### config.mk
export PLATFORM = sky130hd
export DESIGN_NAME = ni_cmd_write
export DESIGN_NICKNAME = d
export VERILOG_FILES = /design/src/rtl/ni_cmd_write.sv
export SDC_FILE = /design/constraint.sdc
export NUM_CORES = 1
export LEC_CHECK = 0
export ABC_AREA = 0
export CAP_MARGIN = 0
export CORE_ASPECT_RATIO = 1.4
export CORE_MARGIN = 2
export CORE_UTILIZATION = 45
export DETAILED_ROUTE_END_ITERATION = 7
export HOLD_SLACK_MARGIN = 0.15
export PLACE_DENSITY_LB_ADDON = 0.15
export SLEW_MARGIN = 20
export SYNTH_ARGS = -nofsm -noshare
export SYNTH_HDL_FRONTEND = slang
export SYNTH_SLANG_ARGS = --single-unit
### constraint.sdc
create_clock -name clk -period 5.5 [get_ports clk]
set_input_delay 1.1 -clock clk [delete_from_list [all_inputs] [get_ports clk]]
set_output_delay 1.1 -clock clk [all_outputs]
set_load 0.01 [all_outputs]
### src/rtl/ni_cmd_write.sv
// NI write-command receiver: 3-byte serial command (opcode/addr, MSB, LSB) into HEMT control registers.
// Optional HVDC_RAMP_EN: hvdc_dac slews 1 LSB per RAMP_DIV clks toward a written target.
module ni_cmd_write #(
  parameter int TIMEOUT  = 1000,
  parameter int RAMP_DIV = 256
) (
  input  logic        clk,
  input  logic        rst,
  input  logic [7:0]  rx_data,
  input  logic        rx_valid,
  input  logic        swin,
  output logic        hvon,
  output logic [19:0] hven_n,
  output logic [7:0]  hvdc_dac,
  output logic [7:0]  bias_dac,
  output logic [7:0]  thrsh_dac,
  output logic        gain,
  output logic        busy,
  output logic        wr_done,
  output logic        cmd_err
);

  localparam int TW = $clog2(TIMEOUT + 1);

  localparam logic [5:0] A_HVON    = 6'h21;
  localparam logic [5:0] A_HVDC    = 6'h22;
  localparam logic [5:0] A_BIAS    = 6'h23;
  localparam logic [5:0] A_THRSH   = 6'h24;
  localparam logic [5:0] A_HVEN_HI = 6'h25;
  localparam logic [5:0] A_HVEN_LO = 6'h26;
  localparam logic [5:0] A_GAIN    = 6'h29;

  typedef enum logic [1:0] {IDLE, ADDR, MSB, COMMIT} state_t;

  state_t          state, state_nxt;
  logic [5:0]      addr;
  logic [7:0]      msb, lsb;
  logic [TW-1:0]   tmo_cnt;
  logic            tmo_hit, addr_ok, wr_en, done_nxt, err_nxt;

  assign busy    = (state != IDLE);
  assign tmo_hit = (tmo_cnt == TW'(TIMEOUT - 1));

  // Read-only alarm words and unmapped addresses fall to default; an hvon=1
  // request without the safety switch closed is refused outright.
  always_comb begin
    addr_ok = 1'b0;
    case (addr)
      A_HVON:                                          addr_ok = !(lsb[1] && !swin);
      A_HVDC, A_BIAS, A_THRSH, A_HVEN_HI, A_HVEN_LO, A_GAIN: addr_ok = 1'b1;
      default:                                         addr_ok = 1'b0;
    endcase
  end

  always_comb begin
    state_nxt = state;
    done_nxt  = 1'b0;
    err_nxt   = 1'b0;
    wr_en     = 1'b0;
    case (state)
      IDLE: if (rx_valid) begin
        if (rx_data[7:6] == 2'b10) state_nxt = ADDR;
        else                       err_nxt   = 1'b1;
      end
      ADDR: if (rx_valid) state_nxt = MSB;
            else if (tmo_hit) begin state_nxt = IDLE; err_nxt = 1'b1; end
      MSB:  if (rx_valid) state_nxt = COMMIT;
            else if (tmo_hit) begin state_nxt = IDLE; err_nxt = 1'b1; end
      COMMIT: begin
        state_nxt = IDLE;
        // A stray byte here means the link is out of step; drop the whole command.
        if (rx_valid)     err_nxt = 1'b1;
        else if (addr_ok) begin wr_en = 1'b1; done_nxt = 1'b1; end
        else              err_nxt = 1'b1;
      end
      default: state_nxt = IDLE;
    endcase
  end

  always_ff @(posedge clk or posedge rst) begin
    if (rst) begin
      state     <= IDLE;
      addr      <= '0;
      msb       <= '0;
      lsb       <= '0;
      tmo_cnt   <= '0;
      wr_done   <= 1'b0;
      cmd_err   <= 1'b0;
      hvon      <= 1'b0;
      hven_n    <= 20'hFFFFF;
      bias_dac  <= '0;
      thrsh_dac <= '0;
      gain      <= 1'b0;
    end else begin
      state   <= state_nxt;
      wr_done <= done_nxt;
      cmd_err <= err_nxt;
      if (state == IDLE && rx_valid) addr <= rx_data[5:0];
      if (state == ADDR && rx_valid) msb  <= rx_data;
      if (state == MSB  && rx_valid) lsb  <= rx_data;
      if (rx_valid || !(state == ADDR || state == MSB)) tmo_cnt <= '0;
      else                                              tmo_cnt <= tmo_cnt + 1'b1;
      // Safety switch wins over any write, in every state.
      if (!swin)                        hvon <= 1'b0;
      else if (wr_en && addr == A_HVON) hvon <= lsb[1];
      if (wr_en) begin
        case (addr)
          A_BIAS:    bias_dac       <= lsb;
          A_THRSH:   thrsh_dac      <= lsb;
          A_HVEN_HI: hven_n[19:16]  <= lsb[3:0];
          A_HVEN_LO: hven_n[15:0]   <= {msb, lsb};
          A_GAIN:    gain           <= lsb[0];
          default:   ;
        endcase
      end
    end
  end

`ifdef HVDC_RAMP_EN
  localparam int RW = (RAMP_DIV > 1) ? $clog2(RAMP_DIV) : 1;

  logic [7:0]    hvdc_tgt;
  logic [RW-1:0] ramp_cnt;
  logic          ramp_tick;

  assign ramp_tick = (ramp_cnt == RW'(RAMP_DIV - 1));

  always_ff @(posedge clk or posedge rst) begin
    if (rst) begin
      hvdc_tgt <= '0;
      ramp_cnt <= '0;
      hvdc_dac <= '0;
    end else begin
      ramp_cnt <= ramp_tick ? '0 : ramp_cnt + 1'b1;
      if (!swin || !hvon)                    hvdc_tgt <= '0;
      else if (wr_en && addr == A_HVDC)      hvdc_tgt <= lsb;
      if (ramp_tick) begin
        if (hvdc_dac < hvdc_tgt)      hvdc_dac <= hvdc_dac + 1'b1;
        else if (hvdc_dac > hvdc_tgt) hvdc_dac <= hvdc_dac - 1'b1;
      end
    end
  end
`else
  logic unused_ramp;
  assign unused_ramp = (RAMP_DIV > 0);

  always_ff @(posedge clk or posedge rst) begin
    if (rst)                          hvdc_dac <= '0;
    else if (wr_en && addr == A_HVDC) hvdc_dac <= lsb;
  end
`endif

endmodule

==> out/qor.yml <==
status: "finished clean"
cts_resized: 0
slew_violations: 0
io_pins: 61
synth_top_area_frac: 0.449
relSlewSlack: 0.354
maxCapViolCount: 0
synth_xor_area_frac: 0.0152
p_int_uw: 1150
fp.dieW_um: 78.1
worst_setup_path_start_kind: "primary input"
synth-edff-count: 0
drtIter0Drc: 55
cp_data_arrival_time_ps: 3450
place_congestion: 0.823
diodes: 0
endpoint_kind: "register"
grt_pass1_vias: 2220
antenna_found_initial: 0
synth-main-ff-cell: "dfrtp_1"
final_common_cell: "dfrtp_1"
pwr-share-seq: 0.518
grt_pass1_wl_mm: 11.0
ys_ff_latch: 82
rows: 37
htreeDepth: 3
async_flop_share: 1.00
start_util: 0.467
cp_num_buf_inv: 1
synth_area_leader_cell: "dfrtp_1"
cts-root-buf: "clkbuf_8"
synth-compound-area-share: 0.0311
clock.fmax_mhz: 314
hpwl_mm: 4.67
drive_above_1_share: 0.333
post_drt_wl_per_cell_um: 15.7
ys_seq_area_frac: 0.601
antenna_left: 0
drt_drc_violations_left: 0
cp_slowest_cell: "nand3_1"
slowest_delay_ps: 650
grt_overflow_total: 0
vias: 2179
grt_max_degree: 56
setup_violations: 0
p_comb_frac: 0.241
fin_worst_skew_ps: 11.2
synth_fa_ha_area_frac: 0.0217
avgSynthCellArea_um2: 13.9
stdcell_count: 418
cp_max_fo: 16
clkPwrFrac: 0.240
synth_area_leaders: "dfrtp_1 45%, mux2_2 19%, dfstp_2 15%"
cp_cell_sequence: "clkdlybuf4s50_1 -> nand4bb_1 -> nor2_1 -> nand3_1 -> mux2_2"
synth_top_family_by_area: "multiplexers"
critPathTopFamily: "simple AND/OR/NAND/NOR gates"
final_cell_mix: "62 x dfrtp_1, 60 x clkdlybuf4s50_1, 57 x mux2_2, 20 x dfstp_2, 16 x nor2_1"
cts_setup_buffers: 0
ys_types: 38
switching_power_uw: 521
finalHoldViolCount: 0
grt_use_total: 0.170
period_share: 0.580
hp-class: "reg2reg"
drt-pass1-iter-count: 4
path_class: "in2reg"
port_buffers: 60
place_inst: 402
required_ps: 5760
layout.nets: 334
dieArea_um2: 8410
syn_area_um2: 3460
clockBufferDepth: 2
final_util: 0.587
viasPerCell: 5.21
dieHeight_um: 108
period_needed_ps: 3190
wl_mm: 6.57
rsz0062_at_grt: "no"
peakVddDrop_mv: 0.206
area_growth_pct: 25.8
cts.sinks: 82
tightest_slew_ps: 966
synthMuxAreaShare: 0.223
switching_share: 0.312
clk_latency_ps: 340
netlist_instances: 249
tns_ps: 0
synth_simple_gate_area_share: 0.0927
p_per_area_nw_per_um2: 384
cts_tree: "built"
clkSlewWorstSetupHoldPaths_ps: 80
core_um2: 7410
synth_nets: 267
yosysWarningCount: 0
hold_buffers: 0
total_leakage_power_uw: 0.00191
numCtsBuffers: 9
[sequential cells by signal (all words and copies together), names as in the netlist, 2 cells and up]
register / cells
thrsh_dac: 8
lsb: 8
state: 2
bias_dac: 8
addr: 6
tmo_cnt: 10
hvdc_dac: 8
msb: 8
hven_n: 20
[stage by stage]
step	setup WS, ps	hold WS (ps)	total power, uW	cell area [um2]
after global routing	2160	532	1780	4350
final	2310	495	1670	4350
after detailed placement	1890	481	1290	4160
after CTS	2270	492	1690	4350
after floorplan	2320	446	1120	3460
after global placement	2010	474	1280	4160
[power by group through the flow]
stage / Combinational [uW] / Sequential [uW] / Clock, uW
floorplan: 272 / 845 / 0
global placement: 399 / 877 / 0
detailed placement: 407 / 882 / 0
CTS: 409 / 870 / 416
global route: 446 / 893 / 441
finish: 403 / 866 / 401
[cells in the mapped netlist (all sizes together), types with 2 or more instances]
cell type  count
nor4           2
ha             6
o211ai         2
nand3b         2
nor2b          2
nor3           3
nand2b         2
dfrtp         62
xnor2          4
nand3          8
a21oi          3
inv            7
clkbuf         4
nor2          16
xor2           2
nand2         14
o21ai          6
or3            2
dfstp         20
mux2          65
[layer usage]
metal / global-route usage / vias to the layer above / part of all wire
met5: 0 / - / 0
met4: 0.0652 / 0 / 0.012
met3: 0.0352 / 7 / 0.033
met2: 0.284 / 53 / 0.51
met1: 0.216 / 1104 / 0.44
li1: - / 1015 / -
[path summary, 6_finish.rpt]
check | endpoint | cells past startpoint | start | slack, ps
max in group asynchronous | hven_n[17] | 3 | rst | 3320
min in group asynchronous | hvdc_dac[7] | 2 | rst | 1240
max | hven_n[0] | 5 | rx_valid | 2310
max reg2reg | hven_n[0] | 5 | state[0] | 3170
min reg2reg | tmo_cnt[0] | 1 | tmo_cnt[0] | 500
min | tmo_cnt[0] | 1 | tmo_cnt[0] | 500
[layout make-up]
type                    instances  area, um2
clock buffers                  10        138
clock inverters                 6       51.3
fillers                       632       3060
inverters                       7       27.5
multi-input cells             155       1330
flip-flops and latches         82       2080
well taps                      97        121
repair buffers                 61        608
[kinds of logic (layout without fill, tap and decap cells)]
group / count (synthesis) / in the layout
flops: 82 / 82
mux: 66 / 66
simple gates: 60 / 60
compound gates: 17 / 17
buf+inv: 12 / 84
fa+ha+maj: 6 / 6
xor+xnor: 6 / 6
[worst register-to-register path, cell delays in order (launching register included)]
cell	delay [ps]
dfrtp_1	410
ha_1	230
nand4bb_1	230
nor2_1	190
nand3_1	650
mux2_2	540
No activity file was read; power rests on OpenSTA's default activity.
